$ cat config.mk
export PLATFORM = sky130hd
export DESIGN_NAME = jk_count_sequencer
export DESIGN_NICKNAME = d
export VERILOG_FILES = /design/src/rtl/jk_count_sequencer.sv
export SDC_FILE = /design/constraint.sdc
export NUM_CORES = 1
export LEC_CHECK = 0
export CORE_ASPECT_RATIO = 1.2
export CORE_UTILIZATION = 46
export CTS_CLUSTER_SIZE = 8
export DETAILED_ROUTE_END_ITERATION = 8
export GPL_ROUTABILITY_DRIVEN = 0
export GPL_TIMING_DRIVEN = 1
export HOLD_SLACK_MARGIN = 0.06
export PLACE_DENSITY_LB_ADDON = 0.2
export SLEW_MARGIN = 20
export SYNTH_ARGS = -nofsm -noshare
export SYNTH_HDL_FRONTEND = slang
export SYNTH_SLANG_ARGS = --single-unit
$ cat constraint.sdc
create_clock -name clk -period 1.8 [get_ports clk]
set_input_delay 0.18 -clock clk [delete_from_list [all_inputs] [get_ports clk]]
set_output_delay 0.18 -clock clk [all_outputs]
set_load 0.02 [all_outputs]
$ cat src/rtl/jk_count_sequencer.sv
// Command-driven sequencer for a bank of JK flip-flops operated as a modulo-MOD
// register/counter; the per-bit J/K drive is exported alongside the bank contents.
//
// state  | meaning
// -------+-----------------------------------------------------------
// IDLE   | waiting for a command, cmd_ready=1, bank held
// EXEC   | one-cycle LOAD or CLEAR drive of the bank
// STEP   | one modulo count per cycle until remaining reaches zero
// DONE   | one-cycle done pulse, then back to IDLE
module jk_count_sequencer #(
  parameter int WIDTH = 4,
  parameter int MOD   = 16
) (
  input  logic             clk,
  input  logic             rst_n,
  input  logic             cmd_valid,
  output logic             cmd_ready,
  input  logic [1:0]       cmd_op,
  input  logic [WIDTH-1:0] cmd_data,
  output logic [WIDTH-1:0] j,
  output logic [WIDTH-1:0] k,
  output logic [WIDTH-1:0] q,
  output logic             busy,
  output logic             done,
  output logic             wrap
);

  localparam logic [1:0] OP_LOAD  = 2'b00;
  localparam logic [1:0] OP_UP    = 2'b01;
  localparam logic [1:0] OP_DOWN  = 2'b10;
  localparam logic [1:0] OP_CLEAR = 2'b11;

  localparam logic [WIDTH-1:0] QMAX = WIDTH'(MOD - 1);

  typedef enum logic [1:0] {
    S_IDLE = 2'd0,
    S_EXEC = 2'd1,
    S_STEP = 2'd2,
    S_DONE = 2'd3
  } state_t;

  state_t           state_q, state_d;
  logic [WIDTH-1:0] q_q, q_d;
  logic [WIDTH-1:0] rem_q, rem_d;
  logic [1:0]       op_q, op_d;
  logic [WIDTH-1:0] data_q, data_d;
  logic             wrap_q, wrap_d;

  logic [WIDTH-1:0] j_drv, k_drv;
  logic [WIDTH-1:0] q_inc, q_dec, q_target, load_val;
  logic             step_wrap;

  // Neighbours of q within 0..MOD-1; the wrap points are explicit so a
  // modulus below 2**WIDTH never lets q escape the legal range.
  assign q_inc    = (q_q == QMAX) ? '0 : q_q + WIDTH'(1);
  assign q_dec    = (q_q == '0) ? QMAX : q_q - WIDTH'(1);
  assign load_val = (data_q > QMAX) ? QMAX : data_q;

  always_comb begin
    state_d   = state_q;
    rem_d     = rem_q;
    op_d      = op_q;
    data_d    = data_q;
    wrap_d    = 1'b0;
    j_drv     = '0;
    k_drv     = '0;
    cmd_ready = 1'b0;
    done      = 1'b0;
    step_wrap = 1'b0;
    q_target  = q_q;

    case (state_q)
      S_IDLE: begin
        cmd_ready = 1'b1;
        if (cmd_valid) begin
          op_d   = cmd_op;
          data_d = cmd_data;
          if (cmd_op == OP_LOAD || cmd_op == OP_CLEAR) begin
            state_d = S_EXEC;
          end else if (cmd_data != '0) begin
            state_d = S_STEP;
            rem_d   = cmd_data;
          end else begin
            state_d = S_DONE;
          end
        end
      end

      S_EXEC: begin
        if (op_q == OP_CLEAR) begin
          k_drv = '1;
        end else begin
          j_drv = load_val;
          k_drv = ~load_val;
        end
        state_d = S_DONE;
      end

      S_STEP: begin
        if (op_q == OP_DOWN) begin
          q_target  = q_dec;
          step_wrap = (q_q == '0);
        end else begin
          q_target  = q_inc;
          step_wrap = (q_q == QMAX);
        end
        // Toggling exactly the bits that differ moves q to the target.
        j_drv  = q_q ^ q_target;
        k_drv  = q_q ^ q_target;
        wrap_d = step_wrap;
        rem_d  = rem_q - WIDTH'(1);
        if (rem_q == WIDTH'(1)) begin
          state_d = S_DONE;
        end
      end

      S_DONE: begin
        done    = 1'b1;
        state_d = S_IDLE;
      end

      default: state_d = S_IDLE;
    endcase

    q_d = (j_drv & ~q_q) | (~k_drv & q_q);
  end

  always_ff @(posedge clk or negedge rst_n) begin
    if (!rst_n) begin
      state_q <= S_IDLE;
      q_q     <= '0;
      rem_q   <= '0;
      op_q    <= OP_LOAD;
      data_q  <= '0;
      wrap_q  <= 1'b0;
    end else begin
      state_q <= state_d;
      q_q     <= q_d;
      rem_q   <= rem_d;
      op_q    <= op_d;
      data_q  <= data_d;
      wrap_q  <= wrap_d;
    end
  end

  assign j    = j_drv;
  assign k    = k_drv;
  assign q    = q_q;
  assign busy = (state_q != S_IDLE);
  assign wrap = wrap_q;

endmodule

==> summary.md, run 1 <==
| Metric | Value |
|---|---|
| Worst VDD drop | `1.51 mV` |
| Post-DR vias/cell | `5.43` |
| Syn Area/Cell | `9.04 µm²` |
| Initial Util | `0.489` |
| PD cells | `2090 nW/µm²` |
| Pin count of the biggest net entering global routing | `18` |
| RSZ-0062 raised after global routing | `yes` |
| Simple-gate portion of the synthesized area | `0.213` |
| CTS tree | `built` |
| Clk root buf | `clkbuf_4` |
| GRT Total Usage | `0.277` |
| Crit. End Element | `primary output` |
| WP data arrival | `1.88 ns` |
| Post-synthesis xor/xnor area fraction | `0.0271` |
| Syn_nets | `156` |
| Vias in the first global route | `1359` |
| Die height | `59.0 µm` |
| Global-route wire length before repair | `6070 µm` |
| Crit path max fanout | `4` |
| Total wire length | `3770 µm` |
| Worst Setup Path Type | `reg2out` |
| 1st-pass router iterations | `4` |
| Syn-to-layout area delta | `63.9%` |
| CP Data Required Time | `1.62 ns` |
| Synth unique cells | `43` |
| DIE AREA | `2930 µm²` |
| Sequential share of the synthesized area | `0.341` |
| Number of placed I/O pins | `25` |
| Share of layout cells above drive strength 1 | `0.469` |
| CTS buffer count | `3` |
| Async set-reset flop share out of synthesis | `1.00` |
| Worst skew pair latency | `0.29 ns` |
| Routed Antenna Nets | `0` |
| CP Cell Sequence | `inv_2 -> ha_4 -> xnor2_2 -> xnor2_1 -> and3_1 -> a41oi_2 -> inv_1 -> buf_6` |
| Final Max Slew Viols | `0` |
| Longest Clk Path Bufs | `2` |
| Placed cell count | `222` |
| Fin cells | `246` |
| Setup crit start kind | `flip-flop` |
| Post-Syn Area | `1250 µm²` |
| Core Area | `2550 µm²` |
| 1st-iter DRT viols | `50` |
| Nets | `232` |
| Fin worst setup slack | `-0.258 ns` |
| Synth Register Bits | `17` |
| Clk slew on worst S/H paths | `0.11 ns` |
| Synth Flop Type | `dfrtp_1` |
| GRT Residual Overflow | `0` |
| Final Cell Area | `2040 µm²` |
| Failing checks | `setup timing` |
| Post-Synthesis Cells | `138` |
| Slew headroom | `0.762` |
| Via count | `1336` |
| Outcome | `finished, violations left` |
| Routed WL per cell | `15.3 µm` |
| Die width | `49.5 µm` |
| Final HPWL DP | `2590 µm` |
| Initial antenna violation count | `0` |
| Crit path max-delay family | `flip-flops` |
| Rows | `20` |
| CTS H-tree depth | `1` |
| Final Hold Viols | `0` |
| Slowest cell on crit path | `dfrtp_2` |
| Adder-Cell Fraction of Synth Area | `0.0903` |
| Max Clock Freq | `0.486 GHz` |
| Critical path buffers and inverters | `3` |
| Clk sink count | `17` |
| Final Cycle Share | `1.14` |
| Post-synthesis compound-gate area fraction | `0.203` |
| Max-Cap Viols | `0` |
| ANT cells | `0` |
| Dpl cell area | `1750 µm²` |
| Warnings from Yosys | `0` |
| DRC | `0` |
| PortBufs | `24` |
| EDFF count, synth | `0` |
| Post-synthesis mux area share | `0.0602` |
| Worst hold path type | `in2async` |
| Main combinational cell family by area after synthesis | `simple AND/OR/NAND/NOR gates` |
| Final Setup Violations | `9` |
| Tmin final | `2.06 ns` |
| Leakage | `0.000968 µW` |
| Crit-path max cell delay | `0.45 ns` |
| Worst Max-Slew Pin Slew | `0.354 ns` |
| Clock skew | `0.00235 ns` |
-- cell families (layout without fill, tap and decap cells) --
kind of cell / Yosys count / in the layout
AND/OR/NAND/NOR: 45 / 45
AO/OA/AOI/OAI: 37 / 37
buffers and inverters: 20 / 95
flip-flops: 17 / 17
adder cells (fa/ha/maj): 9 / 9
multiplexers: 7 / 7
XOR/XNOR: 3 / 3
-- cell usage after synthesis, types with 3 or more instances --
| cell type | count | area [µm²] |
|---|---|---|
| inv_1 | 12 | 45.0 |
| a21boi_0 | 3 | 22.5 |
| and3_1 | 3 | 18.8 |
| nand2_1 | 12 | 45.0 |
| o21ai_0 | 5 | 25.0 |
| a21oi_1 | 8 | 40.0 |
| dfrtp_1 | 17 | 425 |
| nand3_1 | 4 | 20.0 |
| ha_1 | 9 | 113 |
| nor2_1 | 11 | 41.3 |
| clkbuf_1 | 4 | 15.0 |
| mux2i_1 | 3 | 30.0 |
| a31oi_1 | 5 | 31.3 |
| mux2_2 | 4 | 45.0 |
-- power by group --
part | leakage, µW | switching (µW) | total [µW] | internal (µW)
combinational | 0.000747 | 1570 | 3320 | 1750
clock | 0.0000177 | 130 | 213 | 82.6
sequential | 0.000203 | 171 | 740 | 569
-- worst reg2reg max path, delay by kind of cell, from the launching register on --
family	cells	cell delay [ns]
flip-flops	1	0.45
AO/OA/AOI/OAI	4	0.65
AND/OR/NAND/NOR	1	0.08
buffers and inverters	6	0.66
-- routing by layer --
layer  routed length (µm)  global-route usage
met3                  113              0.0256
met1                 1470               0.301
met2                 2050               0.527
met5                    0                   0
met4                  142               0.151
-- flip-flops by register name, summed over array words and instances (netlist names) --
| signal | cells |
|---|---|
| op_q | 2 |
| rem_q | 4 |
| data_q | 4 |
| q | 4 |
| wrap | 1 |
| state_q | 2 |
-- worst paths after layout --
kind	start	to	slack (ns)	cells past startpoint
worst max register to register	q[1]$_DFF_PN0_	q[3]$_DFF_PN0_	-0.16	11
worst max-delay path	q[0]$_DFF_PN0_	j[1]	-0.26	8
min in group clk	data_q[0]$_DFFE_PN0P_	data_q[0]$_DFFE_PN0P_	0.53	2
worst min-delay path	rst_n	q[2]$_DFF_PN0_	0.21	2
max in group asynchronous	rst_n	q[0]$_DFF_PN0_	1.38	2
worst min register to register	data_q[0]$_DFFE_PN0P_	data_q[0]$_DFFE_PN0P_	0.53	2
-- area by class of cell --
type / instances / area, µm²
Tap cell: 33 / 41.3
Fill cell: 179 / 508
Clock buffer: 3 / 22.5
Inverter: 14 / 52.6
Timing Repair Buffer: 77 / 638
Clock inverter: 1 / 5.00
Sequential cell: 17 / 428
Multi-Input combinational cell: 101 / 857
-- stage by stage --
step	TNS, ns	setup slack (ns)	hold WS, ns	power [µW]	utilization
6_report	-1.24	-0.258	0.208	4270	0.801
3_3_place_gp	-1.95	-0.318	0.485	3290	0.686
5_1_grt	-2.12	-0.319	0.215	4540	0.801
4_1_cts	-1.12	-0.209	0.213	4100	0.781
3_5_place_dp	-2.36	-0.365	0.502	3390	0.686
2_1_floorplan	0	0.0443	-0.116	2190	-
-- placed cells by master, fill, tap and decap left out, types with 3 or more instances in the layout --
cell / n
a21boi_0: 3
o21ai_0: 5
nor2_1: 11
nand3_1: 4
inv_2: 3
nand2_1: 11
clkbuf_4: 3
clkdlybuf4s50_1: 13
mux2_2: 4
a21oi_1: 6
dfrtp_1: 15
a31oi_1: 3
buf_4: 53
ha_1: 4
dlygate4sd2_1: 3
ha_2: 3
buf_6: 7
inv_1: 11
-- timing repair --
action,4_1_cts,5_1_grt
gates resized for setup,63,8
endpoints found under the setup margin,10,12
hold buffers,0,0
setup buffers,18,3
pin swaps,11,3
Power figures use the tool's default switching activity.
==> inputs of run 2 (changes only) <==
clock period = 2.6 ns   (was 1.8 ns; I/O delays follow)
==> run 2 against run 1 <==
Clock skew increased by 0.0035 ns. Clock-buffer cell count unchanged. Power decreased by 50%. The run now ends clean. Register-to-register slack improved by 0.80 ns. Die area unchanged. Combinational power decreased by 56%. Final area decreased by 24%. Sequential share of layout area increased by 6.5 points. Worst setup slack improved by 0.45 ns. First-iteration DRC count decreased by 56%. Non-clock buffer count decreased by 51. Global-route usage decreased by 5.6 points.
==> summary.md, run 2 (synthesis gave the netlist of run 1 again) <==
| Metric | Value |
|---|---|
| Final Max Slew Viols | `0` |
| Post-DR vias/cell | `5.67` |
| CTS H-tree depth | `1` |
| Placed cell count | `191` |
| Post-place setup slack | `0.243 ns` |
| R2R Setup Slk | `0.64 ns` |
| Core Area | `2550 µm²` |
| WP data arrival | `2.15 ns` |
| Final Setup Violations | `0` |
| Clk sink count | `17` |
| Reg-to-Reg End | `rem_q[2]$_DFFE_PN0P_` |
| ANT cells | `0` |
| Tmin final | `2.41 ns` |
| Leakage | `0.000748 µW` |
| Share of layout cells above drive strength 1 | `0.167` |
| Vias in the first global route | `1100` |
| PD cells | `1360 nW/µm²` |
| Initial Util | `0.489` |
| Worst VDD drop | `0.762 mV` |
| Fin cells | `195` |
| CP Data Required Time | `2.34 ns` |
| Longest Clk Path Bufs | `2` |
| Pin count of the biggest net entering global routing | `18` |
| Die height | `59.0 µm` |
| PortBufs | `24` |
| Most frequent cells in the layout | `18 x clkdlybuf4s50_1, 15 x dfrtp_1, 12 x inv_1, 12 x nand2_1, 11 x nor2_1` |
| Nets | `181` |
| Global-route wire length before repair | `4820 µm` |
| Initial antenna violation count | `0` |
| Crit. End Element | `primary output` |
| Crit path max fanout | `8` |
| Die width | `49.5 µm` |
| Routed Antenna Nets | `0` |
| Final Cycle Share | `0.928` |
| Via count | `1106` |
| Max Clock Freq | `0.415 GHz` |
| Setup TNS Final | `0 ns` |
| Routed WL per cell | `14.4 µm` |
| Worst Setup Path Type | `reg2out` |
| Max-Cap Viols | `0` |
| Clk root buf | `clkbuf_4` |
| Rows | `20` |
| Syn-to-layout area delta | `25.2%` |
| Most common cell after layout, fill and taps aside | `clkdlybuf4s50_1` |
| Final HPWL DP | `2240 µm` |
| DIE AREA | `2930 µm²` |
| DRC | `0` |
| Worst skew pair latency | `0.29 ns` |
| GRT Residual Overflow | `0` |
| Fin worst setup slack | `0.188 ns` |
| RSZ-0062 raised after global routing | `no` |
| Worst R2R Path Depth | `7` |
| Final Hold Viols | `0` |
| Worst r2r src | `state_q[0]$_DFFE_PN0P_` |
| Clk slew on worst S/H paths | `0.11 ns` |
| 1st-iter DRT viols | `22` |
| Slew headroom | `0.465` |
| Worst hold path type | `in2async` |
| GRT Total Usage | `0.221` |
| CTS tree | `built` |
| CTS buffer count | `3` |
| Number of placed I/O pins | `25` |
| Total wire length | `2810 µm` |
| Clock skew | `0.00584 ns` |
| Post-CTS Setup Bufs | `0` |
| Setup crit start kind | `flip-flop` |
| 1st-pass router iterations | `4` |
| Worst Max-Slew Pin Slew | `0.800 ns` |
| Outcome | `finished, final reports clean` |
-- run 2: cell types whose count changed in the layout (fill, tap and decap cells not counted), sizes merged --
cell,before,now
buf,61,2
clkdlybuf4s50,13,18
dlymetal6s2s,0,3
-- run 2: power by group --
| group | internal (µW) | total (µW) | leakage, µW | switching (µW) |
|---|---|---|---|---|
| Sequential | 394 | 528 | 0.000203 | 134 |
| Combinational | 646 | 1450 | 0.000527 | 806 |
| Clock | 57.3 | 147 | 0.0000177 | 90.0 |
| Total | 1100 | 2130 | 0.000748 | 1030 |
-- run 2: worst max-delay path, cell delays in order (launching register included) --
cell,delay (ns)
dfrtp_2,0.44
inv_2,0.07
ha_1,0.30
xnor2_1,0.14
xnor2_1,0.12
and3_1,0.19
a41oi_1,0.22
inv_1,0.06
dlygate4sd2_1,0.32
-- run 2: repair_timing --
action / in CTS / in global routing
hold buffers: 0 / 0
gates cloned: 0 / 0
endpoints found under the setup margin: 5 / 4
resized for setup: 6 / 6
pin swaps: 0 / 0
-- run 2: how the worst max path moves through the flow --
stage | startpoint | endpoint | depth (start not counted)
detailed placement | q[0]$_DFF_PN0_ | j[1] | 8
global placement | q[0]$_DFF_PN0_ | j[1] | 8
global route | q[0]$_DFF_PN0_ | j[2] | 7
floorplan | q[0]$_DFF_PN0_ | j[1] | 7
CTS | q[0]$_DFF_PN0_ | k[0] | 7
finish | q[0]$_DFF_PN0_ | j[1] | 8
-- run 2: layer usage --
layer  up-vias  wire, µm  track usage
met4         0        81        0.118
li1        543         -            -
met2        33      1460        0.405
met1       522      1180        0.248
met3         8        93       0.0308
met5         -         0            0
-- run 2: through the flow --
| stage | area (µm²) | hold WS (ns) | total power, µW | utilization |
|---|---|---|---|---|
| detailed placement | 1510 | 0.507 | 1990 | 0.593 |
| global route | 1560 | 0.498 | 2310 | 0.612 |
| CTS | 1550 | 0.443 | 2130 | 0.606 |
| global placement | 1510 | 0.499 | 1930 | 0.593 |
| floorplan | 1250 | -0.0356 | 1510 | - |
| finish | 1560 | 0.417 | 2130 | 0.612 |
-- run 2: final cells by class --
class / instances / area [µm²]
multi-input cells: 101 / 753
inverters: 14 / 52.6
flip-flops and latches: 17 / 428
well taps: 33 / 41.3
repair buffers: 26 / 259
fillers: 239 / 991
clock buffers: 3 / 22.5
clock inverters: 1 / 5.00
==> inputs of run 3 (changes only) <==
CELL_PAD_IN_SITES_DETAIL_PLACEMENT = 0   (was default)
CELL_PAD_IN_SITES_GLOBAL_PLACEMENT = 2   (was default)
CORE_UTILIZATION = 33   (was 46)
CTS_CLUSTER_DIAMETER = 100   (was default)
==> run 3 against run 2 <==
Non-clock buffer count increased by 1. Critical path depth is 2 lower. Die area grew 38%. Wire length is 4.6% higher. Combinational power increased by 3%. Fmax shrank 0.81%. Final area grew 4.0%. Clock skew up 0.00075 ns. Worst setup slack worse by 0.020 ns. Critical path type unchanged. Critical endpoint is now k[3]. Cell count increased by 10%. Largest cell class unchanged. Global-route usage down 5.9 points. Clock power up 35%.
==> summary.md, run 3 (synthesis gave the netlist of run 1 again) <==
| Metric | Value |
|---|---|
| Slowest cell on crit path | `clkdlybuf4s50_1` |
| Switching Fraction | `0.467` |
| Pin count of the biggest net entering global routing | `18` |
| Filler cells | `366` |
| Global-route wire length before repair | `5120 µm` |
| Post-DR vias/cell | `5.05` |
| Routed Antenna Nets | `0` |
| Multi-input gate area | `758 µm²` |
| DIE AREA | `4030 µm²` |
| Tmin final | `2.43 ns` |
| CP Cell Sequence | `ha_1 -> a22oi_1 -> nor3_1 -> a41o_1 -> o21a_1 -> clkdlybuf4s50_1` |
| Setup TNS Final | `0 ns` |
| Outcome | `finished, final reports clean` |
| Final HPWL DP | `2340 µm` |
| Worst VDD drop | `0.459 mV` |
| WP data arrival | `2.17 ns` |
| Crit-path max cell delay | `0.54 ns` |
| 1st-pass router iterations | `4` |
| RSZ-0062 raised after global routing | `no` |
| Clk root buf | `clkbuf_8` |
| Number of placed I/O pins | `25` |
| GRT Residual Overflow | `0` |
| Final Max Slew Viols | `0` |
| Final Hold Viols | `0` |
| GRT Total Usage | `0.163` |
| Clk slew on worst S/H paths | `0.07 ns` |
| Crit. End Element | `primary output` |
| Max-Cap Viols | `0` |
| Initial antenna violation count | `0` |
| Vias in the first global route | `1111` |
| Nets | `182` |
| Sequential Area | `427 µm²` |
| Share of layout cells above drive strength 1 | `0.153` |
| Die width | `58.1 µm` |
| Flop pwr share | `0.235` |
| Initial Util | `0.343` |
| Fin Hold WS | `0.478 ns` |
| Post-CTS Setup Bufs | `0` |
| Max Clock Freq | `0.411 GHz` |
| CP Data Required Time | `2.34 ns` |
| Die height | `69.4 µm` |
| Final Cycle Share | `0.935` |
| CTS Hold Bufs | `0` |
| Comb pwr share | `0.676` |
| Switching pwr | `1030 µW` |
| Total wire length | `2940 µm` |
| Setup crit start kind | `flip-flop` |
| Crit path max-delay family | `compound AO/OA/AOI/OAI gates` |
| CTS tree | `built` |
| Most frequent cells in the layout | `19 x clkdlybuf4s50_1, 16 x dfrtp_1, 12 x inv_1, 12 x nand2_1, 11 x nor2_1` |
| Clock share of power | `0.090` |
| Syn-to-layout area delta | `30.2%` |
| Dpl cell area | `1550 µm²` |
| Clk sink count | `17` |
| Worst skew pair latency | `0.25 ns` |
| CTS H-tree depth | `1` |
| Power Internal | `1170 µW` |
| Most common cell after layout, fill and taps aside | `clkdlybuf4s50_1` |
| Slew headroom | `0.457` |
| Worst Max-Slew Pin Slew | `0.812 ns` |
| Critical path buffers and inverters | `1` |
| Longest Clk Path Bufs | `2` |
| Leakage | `0.000786 µW` |
| CTS buffer count | `3` |
| Clock skew | `0.00658 ns` |
| Core Area | `3630 µm²` |
| Via count | `1086` |
| Crit path max fanout | `6` |
| PortBufs | `24` |
| PD cells | `1360 nW/µm²` |
| Total power draw | `2200 µW` |
| Final Setup Violations | `0` |
| Routed WL per cell | `13.7 µm` |
| Rows | `24` |
| Worst hold path type | `in2async` |
| 1st-iter DRT viols | `44` |
| ANT cells | `0` |
| Worst Setup Path Type | `reg2out` |
| DRC | `0` |
| Final Cell Area | `1620 µm²` |
==> run 3: changes by cell type in the layout (fill, tap and decap cells not counted), sizes merged <==
cell           before  now
dlygate4sd2         3    0
clkdlybuf4s50      18   19
dlymetal6s2s        3    5
buf                 2    3
==> run 3: cell type report <==
cell class,count,area share
multi-input cells,101,0.467
flip-flops and latches,17,0.263
repair buffers,27,0.169
well taps,52,0.0401
inverters,14,0.0324
clock buffers,3,0.0254
clock inverters,1,0.00308
==> run 3: worst paths after layout <==
check,end,start,depth (start not counted),slack [ns]
worst max-delay path,k[3],q[1]$_DFF_PN0_,6,0.17
worst min-delay path,q[2]$_DFF_PN0_,rst_n,1,0.48
worst max register to register,rem_q[2]$_DFFE_PN0P_,state_q[0]$_DFFE_PN0P_,7,0.62
worst min register to register,data_q[1]$_DFFE_PN0P_,data_q[1]$_DFFE_PN0P_,2,0.53
max in group asynchronous,q[1]$_DFF_PN0_,rst_n,1,1.57
min in group clk,data_q[1]$_DFFE_PN0P_,data_q[1]$_DFFE_PN0P_,2,0.53
==> run 3: through the flow <==
| stage | setup WS, ns | utilization | cells |
|---|---|---|---|
| 2_1_floorplan | 0.672 | - | 138 |
| 3_3_place_gp | 0.242 | 0.425 | 211 |
| 3_5_place_dp | 0.244 | 0.425 | 211 |
| 4_1_cts | 0.00452 | 0.439 | 215 |
| 5_1_grt | 0.0168 | 0.447 | 215 |
| 6_report | 0.169 | 0.447 | 215 |
==> run 3: layer usage <==
layer,track usage,vias up,wire length (µm)
li1,-,540,-
met3,0.0187,2,81
met4,0.0767,0,24
met1,0.194,521,1260
met2,0.284,23,1580
met5,0,-,0
==> run 3: worst reg2reg max path, delay by kind of cell, from the launching register on <==
kind / cells / cell delay [ns]
AND/OR/NAND/NOR: 2 / 0.46
adder cells (fa/ha/maj): 1 / 0.45
flip-flops: 1 / 0.40
AO/OA/AOI/OAI: 2 / 0.21
multiplexers: 1 / 0.20
buffers and inverters: 1 / 0.17
==> run 3: power groups by stage <==
stage | Clock (µW) | Combinational [µW] | Sequential, µW
finish | 198 | 1490 | 517
global route | 216 | 1650 | 539
CTS | 208 | 1490 | 515
detailed placement | 0 | 1480 | 519
global placement | 0 | 1480 | 512
floorplan | 0 | 975 | 533
==> run 3: timing repair <==
action	CTS	global route
setup endpoints to repair	4	6
resized for setup	2	7
cloned	0	0
endpoints found under the hold margin	0	0
